## src/rtl/reg_arr_pkg.sv

```systemverilog
// Shared types and defaults for the register-array scheduler.
// Used by reg_arr_sched and rr_arb2.
package reg_arr_pkg;

  localparam int unsigned ROWS_DEF = 12;
  localparam int unsigned COLS_DEF = 12;
  localparam int unsigned DW_DEF   = 36;
  localparam int unsigned AW       = 4;

  typedef enum logic [1:0] {
    ST_IDLE  = 2'd0,
    ST_SERVE = 2'd1,
    ST_CLEAR = 2'd2
  } state_e;

  typedef struct packed {
    logic          we;
    logic [AW-1:0] row;
    logic [AW-1:0] col;
  } req_t;

  function automatic logic in_bounds(input logic [AW-1:0] row, input logic [AW-1:0] col,
                                     input int unsigned rows, input int unsigned cols);
    return (32'(row) < rows) && (32'(col) < cols);
  endfunction

endpackage

```

## src/rtl/rr_arb2.sv

```systemverilog
// Two-way round-robin arbiter: combinational grant, registered priority pointer.
module rr_arb2 (
  input  logic       clk,
  input  logic       rst_n,
  input  logic [1:0] req,
  input  logic       en,
  output logic [1:0] gnt_c
);

  // ptr_q = 0 favours port 0, 1 favours port 1
  logic ptr_q;

  always_comb begin
    gnt_c = 2'b00;
    if (en) begin
      if (req[0] && (!req[1] || !ptr_q)) gnt_c = 2'b01;
      else if (req[1])                   gnt_c = 2'b10;
    end
  end

  always_ff @(posedge clk or negedge rst_n) begin
    if (!rst_n)        ptr_q <= 1'b0;
    else if (gnt_c[0]) ptr_q <= 1'b1;
    else if (gnt_c[1]) ptr_q <= 1'b0;
  end

endmodule

```

## src/rtl/reg_arr_sched.sv

```systemverilog
// Two-port scheduler in front of a registered-read register array, with a full-array clear sweep.
// Optional address bounds checking: define REG_ARR_SCHED_BOUNDS_CHECK_EN.
module reg_arr_sched
  import reg_arr_pkg::*;
#(
  parameter int unsigned ROWS = ROWS_DEF,
  parameter int unsigned COLS = COLS_DEF,
  parameter int unsigned DW   = DW_DEF
) (
  input  logic          clk,
  input  logic          rst_n,
  input  logic          p0_valid,
  output logic          p0_ready,
  input  logic          p0_we,
  input  logic [AW-1:0] p0_row,
  input  logic [AW-1:0] p0_col,
  input  logic [DW-1:0] p0_wdata,
  output logic          p0_rvalid,
  output logic [DW-1:0] p0_rdata,
  input  logic          p1_valid,
  output logic          p1_ready,
  input  logic          p1_we,
  input  logic [AW-1:0] p1_row,
  input  logic [AW-1:0] p1_col,
  input  logic [DW-1:0] p1_wdata,
  output logic          p1_rvalid,
  output logic [DW-1:0] p1_rdata,
  input  logic          clr_req,
  output logic          busy,
  output logic          err,
  output logic [AW-1:0] arr_addr_row,
  output logic [AW-1:0] arr_addr_col,
  output logic          arr_write_en,
  output logic          arr_read_en,
  output logic [DW-1:0] arr_data_in,
  input  logic [DW-1:0] arr_data_out
);

  localparam logic [AW-1:0] ROW_LAST = AW'(ROWS - 1);
  localparam logic [AW-1:0] COL_LAST = AW'(COLS - 1);

  state_e        state_q, state_d;
  logic [1:0]    gnt_c;
  logic          accept_en_c;
  logic          any_valid_c;
  logic          sweep_last_c;
  logic          addr_ok_c;
  req_t          sel_req_c;
  logic [DW-1:0] sel_wdata_c;

  logic [AW-1:0] row_d, col_d;
  logic [DW-1:0] din_d;
  logic          we_d, re_d, busy_d, err_d;
  logic          rd_port_q, rd_port_d;
  logic          p0_rvalid_d, p1_rvalid_d;

  // No grants during a sweep, in reset, or in the cycle a clear is requested
  assign accept_en_c = rst_n && (state_q != ST_CLEAR) && !clr_req;
  assign any_valid_c = p0_valid || p1_valid;

  rr_arb2 u_arb (
    .clk   (clk),
    .rst_n (rst_n),
    .req   ({p1_valid, p0_valid}),
    .en    (accept_en_c),
    .gnt_c (gnt_c)
  );

  assign p0_ready = gnt_c[0];
  assign p1_ready = gnt_c[1];

  assign sel_req_c   = gnt_c[1] ? req_t'{we: p1_we, row: p1_row, col: p1_col}
                                : req_t'{we: p0_we, row: p0_row, col: p0_col};
  assign sel_wdata_c = gnt_c[1] ? p1_wdata : p0_wdata;

`ifdef REG_ARR_SCHED_BOUNDS_CHECK_EN
  assign addr_ok_c = in_bounds(sel_req_c.row, sel_req_c.col, ROWS, COLS);
`else
  assign addr_ok_c = 1'b1;
`endif

  // The array address registers double as the sweep position during CLEAR
  assign sweep_last_c = (arr_addr_row == ROW_LAST) && (arr_addr_col == COL_LAST);

  always_comb begin
    state_d     = state_q;
    row_d       = '0;
    col_d       = '0;
    din_d       = '0;
    we_d        = 1'b0;
    re_d        = 1'b0;
    err_d       = 1'b0;
    rd_port_d   = rd_port_q;
    p0_rvalid_d = arr_read_en && !rd_port_q;
    p1_rvalid_d = arr_read_en && rd_port_q;
    case (state_q)
      ST_CLEAR: begin
        if (sweep_last_c) begin
          state_d = ST_IDLE;
        end else begin
          we_d = 1'b1;
          if (arr_addr_col == COL_LAST) begin
            row_d = arr_addr_row + AW'(1);
            col_d = '0;
          end else begin
            row_d = arr_addr_row;
            col_d = arr_addr_col + AW'(1);
          end
        end
      end
      default: begin
        if (clr_req) begin
          state_d = ST_CLEAR;
          we_d    = 1'b1;
        end else begin
          state_d = any_valid_c ? ST_SERVE : ST_IDLE;
          if (|gnt_c) begin
            if (addr_ok_c) begin
              row_d     = sel_req_c.row;
              col_d     = sel_req_c.col;
              we_d      = sel_req_c.we;
              re_d      = !sel_req_c.we;
              din_d     = sel_req_c.we ? sel_wdata_c : '0;
              rd_port_d = gnt_c[1];
            end else begin
              err_d = 1'b1;
            end
          end
        end
      end
    endcase
    busy_d = (state_d == ST_CLEAR);
  end

  always_ff @(posedge clk or negedge rst_n) begin
    if (!rst_n) begin
      state_q      <= ST_IDLE;
      arr_addr_row <= '0;
      arr_addr_col <= '0;
      arr_write_en <= 1'b0;
      arr_read_en  <= 1'b0;
      arr_data_in  <= '0;
      busy         <= 1'b0;
      err          <= 1'b0;
      rd_port_q    <= 1'b0;
      p0_rvalid    <= 1'b0;
      p1_rvalid    <= 1'b0;
    end else begin
      state_q      <= state_d;
      arr_addr_row <= row_d;
      arr_addr_col <= col_d;
      arr_write_en <= we_d;
      arr_read_en  <= re_d;
      arr_data_in  <= din_d;
      busy         <= busy_d;
      err          <= err_d;
      rd_port_q    <= rd_port_d;
      p0_rvalid    <= p0_rvalid_d;
      p1_rvalid    <= p1_rvalid_d;
    end
  end

  // Array read data is already registered; steer it to the owning port only while valid
  assign p0_rdata = p0_rvalid ? arr_data_out : '0;
  assign p1_rdata = p1_rvalid ? arr_data_out : '0;

endmodule
```

## config.mk

```make
export PLATFORM = sky130hd
export DESIGN_NAME = reg_arr_sched
export DESIGN_NICKNAME = d
export VERILOG_FILES = /design/src/rtl/reg_arr_pkg.sv /design/src/rtl/rr_arb2.sv /design/src/rtl/reg_arr_sched.sv
export SDC_FILE = /design/constraint.sdc
export NUM_CORES = 1
export LEC_CHECK = 0
export CAP_MARGIN = 20
export CORE_ASPECT_RATIO = 1.4
export CORE_MARGIN = 8
export CORE_UTILIZATION = 36
export CTS_BUF_LIST = sky130_fd_sc_hd__clkbuf_8
export DETAILED_ROUTE_END_ITERATION = 16
export GPL_TIMING_DRIVEN = 0
export MAX_ROUTING_LAYER = met4
export PLACE_DENSITY = 0.91
export SYNTH_ARGS = -nofsm -noshare
export SYNTH_HDL_FRONTEND = slang
export SYNTH_SLANG_ARGS = --single-unit
export TNS_END_PERCENT = 20
```

## constraint.sdc

```tcl
create_clock -name clk -period 3.65 [get_ports clk]
set_input_delay 0.365 -clock clk [delete_from_list [all_inputs] [get_ports clk]]
set_output_delay 0.365 -clock clk [all_outputs]
set_load 0.05 [all_outputs]
```

==> results.yml <==
detailed_routing:
  routedWlPerCell_um: 21.6
  drtIter0Drc: 180
  dr.pass1.iters: 5
  routed_via_density: 5.11
  drcViolationCount: 0
  detailroute.via_count: 3544
  ant_nets: 0
  wirelength_mm: 15.0
grt:
  grt_antenna_before_repair: 1
  grt_use_total_pct: 25.4
  grt_max_degree: 31
  grt_pass1_vias: 3593
  overflow: 0
  grt_pass1_wl_mm: 21.9
synth:
  syn_area_per_cell_um2: 9.25
  synth-main-ff-cell: "dfrtp_1"
  synthCells: 329
  ys_seq_area_share_pct: 43.6
  yosysUniqueCellTypes: 41
  ys_ff_latch: 53
  synth-edff-count: 0
  async_flop_share_pct: 100
  syn_nets: 462
  yosysWarnings: 0
  synth_area_mm2: 0.00304
power_and_ir_drop:
  p_leak_uw: 0.00224
  vdd_drop_max_v: 0.000378
  sequentialPowerShare_pct: 41.1
  internal_power_uw: 1090
  switchingPower_uw: 632
  p_sw_share_pct: 36.7
  p_per_area_mw_per_mm2: 296
  p_clk_share_pct: 19.7
  pwr-share-comb_pct: 39.2
layout:
  fin_util_pct: 70.9
  final_cells: 694
  fill_cells: 624
  drive_gt1_share_pct: 11.0
  final_nets: 723
  area_growth_pct: 91.0
setup_path:
  critPathLaunchType: "input pin"
  cp.required_ns: 3.28
  critical_path_class: "in -> out"
  critPathMaxFanout: 27
  regToRegStartpoint: "state_q[1]"
  rr_endpoint: "arr_data_in[31]"
  crit_arrival_ns: 2.49
  reg2reg_depth: 5
  regToRegSetupSlack_ns: 1.96
  endpoint_kind: "output port"
timing:
  fin_crit_sh_pct: 78.2
  worst_pin_slew_ns: 0.653
  clock.fmax_ghz: 0.350
  clock_skew_ns: 0.0108
  slew_viol_final: 0
  finalHoldViolations: 0
  period_needed_ns: 2.86
  finalSetupViolCount: 0
  tns_ns: 0
  rsz0062_at_grt: "no"
  max_slew_margin_pct: 56.5
floorplan:
  core_mm2: 0.00820
  boundaryPins: 255
  start_util_pct: 37.1
  die_x_um: 93.7
  dieArea_mm2: 0.0117
  row_count: 39
  die_h_um: 125
clock_network:
  cts_buffer_depth: 2
  post_cts_resized: 0
  clkTransAtPathRegs_ns: 0.10
  clk_latency_ns: 0.31
  ctsHtreeMaxLevel: 2
  tritoncts: "done"
  hold_buffers: 0
  cts.sinks: 53
  cts_buffers: 5
  post-cts-setup-buffers: 0
  clockRootBuffer: "clkbuf_8"
place:
  port_buffers: 253
  gp_congestion: 0.925
  dp.cells: 685
  hpwlAfterDp_mm: 12.8
worst_hold_path:
  min_path_type: "in -> async"
flow_run:
  maxCapViolations: 0
status:
  outcome: "finished, final reports clean"
==> stage by stage <==
step                      hold WS [ns]  power (uW)  setup slack, ns  area, um^2
after floorplan                 0.0694        1070             1.89        3040
after global placement           0.434        1370            -1.05        5700
after detailed placement         0.422        1390            0.758        5720
after CTS                       0.0736        1730            0.760        5810
after global routing             0.104        1810            0.610        5810
final                           0.0689        1720            0.794        5810
==> per-layer routing <==
| metal | vias up | global-route usage [%] | part of all wire [%] |
|---|---|---|---|
| met2 | 228 | 44.5 | 52 |
| met1 | 1663 | 25.4 | 35 |
| met3 | 19 | 8.32 | 10 |
| met5 | - | - | 0 |
| met4 | 0 | 8.81 | 2.6 |
| li1 | 1634 | - | - |
==> flip-flops by register name, indices dropped and copies added (netlist names) <==
signal	cells
arr_data_in	36
arr_addr_col	4
arr_addr_row	4
state_q	2
arr_read_en	1
arr_write_en	1
busy	1
p0_rvalid	1
p1_rvalid	1
rd_port_q	1
u_arb.ptr_q	1
==> worst max-delay path by stage <==
stage / end / depth (start not counted) / from
finish: p1_ready / 6 / rst_n
global route: p1_ready / 6 / rst_n
CTS: p1_ready / 6 / rst_n
detailed placement: p1_ready / 6 / rst_n
global placement: p1_ready / 6 / rst_n
floorplan: p0_rdata[35] / 2 / p0_rvalid
==> Yosys cell counts, drive strengths merged (3+ instances only) <==
| cell | number | share of area (%) |
|---|---|---|
| buf | 17 | 4.2 |
| nand2 | 47 | 5.8 |
| dfrtp | 53 | 44 |
| mux2i | 3 | 0.99 |
| nand3 | 37 | 6.5 |
| nor2 | 6 | 0.82 |
| o21ai | 3 | 0.49 |
| o21a | 3 | 0.74 |
| and2 | 74 | 15 |
| a21oi | 38 | 10 |
| o22ai | 5 | 1.0 |
| a32oi | 4 | 1.2 |
| and3 | 3 | 0.62 |
| clkbuf | 8 | 1.1 |
==> cell families (layout without fill, tap and decap cells) <==
family | count (synthesis) | count (layout) | share of synthesized area, %
other cells | 1 | 2 | 0.123
simple gates | 180 | 180 | 32.4
compound gates | 62 | 62 | 16.0
mux | 3 | 3 | 0.987
fa+ha+maj | 2 | 2 | 0.823
flops | 53 | 53 | 43.6
xor+xnor | 2 | 2 | 0.576
buf+inv | 26 | 288 | 5.47
==> worst max-delay path: stages <==
cell and delay, ns:
buf_2 0.51, and2b_1 0.32, nand4_4 0.14, inv_2 0.09, buf_2 0.21, clkdlybuf4s50_1 0.84
==> placed cells by master, fill, tap and decap left out, types with 2 or more instances in the layout <==
cell type          n
nor2b_1            2
nor3_1             2
o22ai_1            5
a21oi_2           30
buf_2              8
and3_1             3
buf_4              5
dfrtp_1           53
nor2_1             5
o21a_1             3
nand3_1           36
mux2i_1            3
clkbuf_1           7
xnor2_1            2
o21ai_0            3
clkdlybuf4s50_1  252
clkbuf_8           5
buf_6              5
ha_1               2
and2_1            74
a31oi_1            2
a21oi_1            8
nand2_1           47
nand3b_1           2
a32oi_1            4
nand2b_1           2
==> final cells by class <==
cell class	instances	area (um^2)	share of cell area [%]
antenna	1	2.50	0.0431
buffer	25	163	2.80
clock buffer	5	68.8	1.18
clock inverter	3	21.3	0.366
inverter	1	3.75	0.0646
multi-input combinational	250	1550	26.7
sequential	53	1330	22.8
tap	102	128	2.20
timing repair buffer	254	2550	43.9
==> power groups by stage <==
| stage | logic, uW | clock network (uW) | registers, uW |
|---|---|---|---|
| floorplan | 218 | 0 | 850 |
| global placement | 657 | 0 | 714 |
| detailed placement | 670 | 0 | 718 |
| CTS | 673 | 348 | 707 |
| global route | 713 | 382 | 718 |
| finish | 675 | 340 | 708 |
(Power assumes the default switching activity.)
